[src/rtl/axon_spike_scheduler.sv]
// rtl/axon_spike_scheduler.sv - walks one timestep's spiking axons and fetches their synapse rows
//
// Acts as Wishbone master to synapse_matrix. For every set bit of the spike
// vector (lowest index first) it reads the 256-bit connection row and hands
// {axon index, row} to the neuron update stage over a valid/ready handshake.
//
// Ports:
//   wb_clk_i, wb_rst_i        clock, asynchronous active-high reset
//   start_i, axon_spikes_i    timestep start pulse and spike vector
//   busy_o, done_o, err_o     status: busy, done pulse, sticky ack timeout
//   row_count_o               rows delivered in the current/last timestep
//   m_cyc_o .. m_adr_o        Wishbone master request (read only)
//   m_ack_i, conn_i           Wishbone ack and synapse row data
//   row_valid_o, row_ready_i  output row handshake
//   row_axon_o, row_data_o    output row payload
module axon_spike_scheduler #(
  parameter logic [31:0] BASE_ADDR = 32'h3000_0000,
  parameter int          NUM_AXONS = 256,
  parameter int          ROW_BYTES = 32,
  parameter int          TIMEOUT   = 16
) (
  input  logic                 wb_clk_i,
  input  logic                 wb_rst_i,
  input  logic                 start_i,
  input  logic [NUM_AXONS-1:0] axon_spikes_i,
  output logic                 busy_o,
  output logic                 done_o,
  output logic                 err_o,
  output logic [8:0]           row_count_o,
  output logic                 m_cyc_o,
  output logic                 m_stb_o,
  output logic                 m_we_o,
  output logic [3:0]           m_sel_o,
  output logic [31:0]          m_adr_o,
  input  logic                 m_ack_i,
  input  logic [255:0]         conn_i,
  output logic                 row_valid_o,
  input  logic                 row_ready_i,
  output logic [7:0]           row_axon_o,
  output logic [255:0]         row_data_o
);

  localparam int ROW_SHIFT = $clog2(ROW_BYTES);
  localparam int TO_W      = $clog2(TIMEOUT + 1);

  localparam logic [2:0] S_IDLE = 3'd0;
  localparam logic [2:0] S_SCAN = 3'd1;
  localparam logic [2:0] S_REQ  = 3'd2;
  localparam logic [2:0] S_OUT  = 3'd3;
  localparam logic [2:0] S_DONE = 3'd4;

  logic [2:0]           state;
  logic [NUM_AXONS-1:0] pending;
  logic [7:0]           axon_q;
  logic [TO_W-1:0]      to_cnt;
  logic [7:0]           lowest_idx;

  // Read-only master with full-word lanes; strobe mirrors cycle.
  assign m_stb_o = m_cyc_o;
  assign m_we_o  = 1'b0;
  assign m_sel_o = 4'hF;

  // Priority encoder: scanning downwards lets the lowest set bit win.
  always_comb begin
    lowest_idx = '0;
    for (int i = NUM_AXONS - 1; i >= 0; i--) begin
      if (pending[i]) lowest_idx = 8'(i);
    end
  end

  always_ff @(posedge wb_clk_i or posedge wb_rst_i) begin
    if (wb_rst_i) begin
      state       <= S_IDLE;
      pending     <= '0;
      axon_q      <= '0;
      to_cnt      <= '0;
      busy_o      <= 1'b0;
      done_o      <= 1'b0;
      err_o       <= 1'b0;
      row_count_o <= '0;
      m_cyc_o     <= 1'b0;
      m_adr_o     <= '0;
      row_valid_o <= 1'b0;
      row_axon_o  <= '0;
      row_data_o  <= '0;
    end else begin
      done_o <= 1'b0;
      case (state)
        S_IDLE: begin
          if (start_i) begin
            pending     <= axon_spikes_i;
            row_count_o <= '0;
            err_o       <= 1'b0;
            busy_o      <= 1'b1;
            state       <= S_SCAN;
          end
        end
        S_SCAN: begin
          if (pending == '0) begin
            state <= S_DONE;
          end else begin
            axon_q  <= lowest_idx;
            m_adr_o <= BASE_ADDR + (32'(lowest_idx) << ROW_SHIFT);
            m_cyc_o <= 1'b1;
            to_cnt  <= '0;
            state   <= S_REQ;
          end
        end
        S_REQ: begin
          if (m_ack_i) begin
            row_data_o      <= conn_i;
            row_axon_o      <= axon_q;
            pending[axon_q] <= 1'b0;
            m_cyc_o         <= 1'b0;
            row_valid_o     <= 1'b1;
            state           <= S_OUT;
          end else if (to_cnt == TO_W'(TIMEOUT - 1)) begin
            // Slave never answered: abandon the whole timestep.
            m_cyc_o <= 1'b0;
            err_o   <= 1'b1;
            busy_o  <= 1'b0;
            pending <= '0;
            state   <= S_IDLE;
          end else begin
            to_cnt <= to_cnt + 1'b1;
          end
        end
        S_OUT: begin
          // Bus stays idle here and in SCAN, so synapse_matrix drops its
          // ack on a negedge before the next request can sample it.
          if (row_ready_i) begin
            row_valid_o <= 1'b0;
            row_count_o <= row_count_o + 9'd1;
            state       <= S_SCAN;
          end
        end
        S_DONE: begin
          done_o <= 1'b1;
          busy_o <= 1'b0;
          state  <= S_IDLE;
        end
        default: state <= S_IDLE;
      endcase
    end
  end

endmodule

[config.mk]
export PLATFORM = sky130hd
export DESIGN_NAME = axon_spike_scheduler
export DESIGN_NICKNAME = d
export VERILOG_FILES = /design/src/rtl/axon_spike_scheduler.sv
export SDC_FILE = /design/constraint.sdc
export NUM_CORES = 2
export LEC_CHECK = 0
export BUFFER_PORTS_ARGS = -buffer_cell sky130_fd_sc_hd__clkbuf_2
export CAP_MARGIN = 20
export CORE_AREA = 2 2 326 328
export CTS_CLUSTER_DIAMETER = 120
export DETAILED_ROUTE_END_ITERATION = 16
export DIE_AREA = 0 0 328 330
export SLEW_MARGIN = 20
export SYNTH_ARGS = -nofsm -noshare
export SYNTH_HDL_FRONTEND = slang
export SYNTH_SLANG_ARGS = --single-unit
[constraint.sdc]
create_clock -name wb_clk_i -period 26.6 [get_ports wb_clk_i]
set_clock_uncertainty 0.15 [all_clocks]
set_input_delay 5.32 -clock wb_clk_i [delete_from_list [all_inputs] [get_ports wb_clk_i]]
set_output_delay 5.32 -clock wb_clk_i [all_outputs]
set_load 0.01 [all_outputs]
==> results.py <==
metrics = {
    "routing": {
        "drt-total-wl_um": 141000,
        "postRouteAntennaNets": 0,
        "wire_per_inst_um": 26.1,
        "avgViaCountPerCell": 5.04,
        "drc": 0,
        "drt_iter0_drc": 2544,
        "firstDrtPassIters": 6,
        "vias": 27300,
    },
    "global_route": {
        "grt-ovfl-total": 0,
        "grt_pass1_wl_um": 195000,
        "antenna_found_initial": 65,
        "track_usage": 0.254,
        "grt_pass1_vias": 26200,
        "grt_max_degree": 216,
    },
    "cells_and_area": {
        "final_common_cell": "nand2_1",
        "area_delta_synth_final_pct": 29.4,
        "final_cell_mix": "nand2_1 (1225), clkbuf_2 (805), dfrtp_1 (551)",
        "nFillCells": 11200,
        "drive_gt1_frac": 0.248,
        "nets": 4487,
        "fin_area_mm2": 0.0343,
    },
    "cts": {
        "ctsHoldBuffers": 0,
        "clock_path_buffers": 3,
        "cts_buffers": 70,
        "ctsRootBufferMaster": "clkbuf_16",
        "cts.repair.resized": 0,
        "clock_sinks": 551,
        "h-tree-depth": 3,
        "tritoncts": "yes",
        "clkLatencyLatePin_ns": 0.65,
        "clkSlewWorstSetupHoldPaths_ns": 0.05,
        "cts_setup_buffers": 0,
    },
    "placed_design": {
        "post-dp-hpwl_um": 110000,
        "place_area_mm2": 0.0319,
        "io_buffers": 805,
        "gp_congestion": 0.930,
        "pre_cts_slack_ns": 18.02,
    },
    "power": {
        "power.total_uw": 4560,
        "leakagePower_uw": 0.0177,
        "irDropWorstVdd_mv": 0.0609,
        "power_per_cell_area_mw_per_mm2": 133,
    },
    "job": {
        "drv_cap": 0,
    },
    "timing": {
        "hold_viol_final": 0,
        "drv_slew": 0,
        "final-setup-viol-count": 0,
        "fin_ws_ns": 18.66,
        "period_needed_ns": 7.94,
        "fin_crit_sh": 0.298,
        "relSlewSlack": 0.189,
        "max_freq_mhz": 126,
        "worst_pin_slew_ns": 1.19,
        "setup-tns-final_ns": 0,
        "rsz0062_at_grt": "false",
    },
    "setup_path": {
        "cp-endpoint": "pending[160]",
        "crit_required_ns": 26.96,
        "start_kind": "primary input",
        "critPathKind": "in -> reg",
        "critPathMaxFanout": 94,
        "r2r-start": "state[2]",
        "r2r_end": "pending[27]",
        "worstRegToRegCells": 6,
        "crit_path_end_kind": "register",
        "crit_start": "m_ack_i",
        "cp_data_arrival_time_ns": 8.30,
        "r2r_slack_ns": 22.61,
    },
    "floorplanning": {
        "die_x_um": 328,
        "start_util": 0.253,
        "core_area_mm2": 0.105,
        "ios": 833,
        "die-area_mm2": 0.108,
        "rows": 119,
        "die_h_um": 330,
    },
    "logic_synthesis": {
        "ys.flop_type": "dfrtp_1",
        "yosys.area_share.simple": 0.260,
        "synth_top_family_by_area": "simple AND/OR/NAND/NOR gates",
        "syn_area_mm2": 0.0265,
        "synth_cell_types": 59,
        "synthCells": 3241,
        "synthAdderAreaFrac": 0.00141,
        "synth-compound-area-share": 0.173,
        "yosys.area_share.xor_xnor": 0.00264,
        "synth_edf_count": 0,
        "yosysSeqAreaShare": 0.520,
        "async_flop_share": 1.00,
        "synth_area_per_cell_um2": 8.19,
        "ys_ff_latch": 551,
        "synth_warnings": 0,
        "muxShareOfSynthArea": 0.000377,
    },
    "hold_path": {
        "min_path_type": "reg -> reg",
        "hold_start": "row_data_o[174]",
    },
    "run_status": {
        "status": "finished, final reports clean",
    },
}
==> layout make-up <==
| cell class | instances | area, um2 | area share |
|---|---|---|---|
| Sequential cell | 551 | 13800 | 0.401 |
| Multi-Input combinational cell | 2444 | 11800 | 0.343 |
| Timing Repair Buffer | 847 | 4390 | 0.128 |
| Clock buffer | 93 | 1950 | 0.0568 |
| Tap cell | 1391 | 1740 | 0.0507 |
| Clock inverter | 34 | 472 | 0.0137 |
| Inverter | 53 | 206 | 0.00601 |
| Antenna cell | 8 | 20.0 | 0.000583 |
==> per-layer routing <==
metal	track usage	wire, um	share of wire
met2	0.434	69100	0.49
met1	0.290	52300	0.37
met3	0.0861	13100	0.093
met5	0	481	0.0034
met4	0.108	6500	0.046
==> cells in the mapped netlist, drive strengths merged (8+ instances only) <==
cell	n	share of area
a2111oi	11	0.0039
inv	53	0.0075
o31ai	24	0.0068
nor3	60	0.011
a21o	21	0.0059
o21ai	299	0.056
buf	35	0.0091
a21oi	208	0.039
a31oi	11	0.0026
nor4	104	0.026
nand2b	18	0.0042
clkbuf	183	0.026
o21bai	9	0.0025
nand3	30	0.0057
a22o	117	0.039
or4	8	0.0024
dfrtp	551	0.52
nand4	32	0.0075
nor2b	21	0.0050
nor2	131	0.019
nand2	1226	0.17
==> critical path, stage by stage <==
cell	delay, ns
clkbuf_2	0.15
nand3_4	0.53
buf_4	0.79
buf_4	0.90
a21oi_1	0.09
o21ai_0	0.24
nand2_1	0.08
==> worst min path at each step <==
stage | end | slack [ns] | depth (start not counted)
after floorplan | to_cnt[4] | 0.32 | 2
after global placement | row_data_o[218] | 0.31 | 2
after detailed placement | row_data_o[218] | 0.31 | 2
after CTS | row_data_o[218] | 0.33 | 2
after global routing | row_data_o[32] | 0.34 | 2
final | row_data_o[174] | 0.32 | 2
==> flip-flops by register name, summed over array words and instances, names as in the netlist <==
register	count
pending	256
to_cnt	5
m_cyc_o	1
err_o	1
row_valid_o	1
state	3
busy_o	1
row_axon_o	8
done_o	1
row_data_o	256
axon_q	7
m_adr_o	2
row_count_o	9
==> power by group <==
part	total (uW)	switching, uW	internal (uW)
Clock	1020	409	608
Combinational	1940	1270	661
Sequential	1610	388	1220
==> cell families after synthesis <==
| group | count (synthesis) |
|---|---|
| muxes | 1 |
| buffers and inverters | 271 |
| other | 2 |
| xor gates and xnor gates | 8 |
| AOI/OAI and AO/OA | 751 |
| and+or+nand+nor | 1654 |
| DFF | 551 |
| adders and majority gates | 3 |
==> stage by stage <==
stage | instances | hold slack [ns] | utilization
after floorplan | 3266 | 0.319 | -
after global placement | 5284 | 0.309 | 0.304
after detailed placement | 5285 | 0.311 | 0.305
after CTS | 5412 | 0.326 | 0.328
after global routing | 5414 | 0.339 | 0.328
final | 5421 | 0.319 | 0.328
Note: power is estimated with default switching activity, not from simulation.
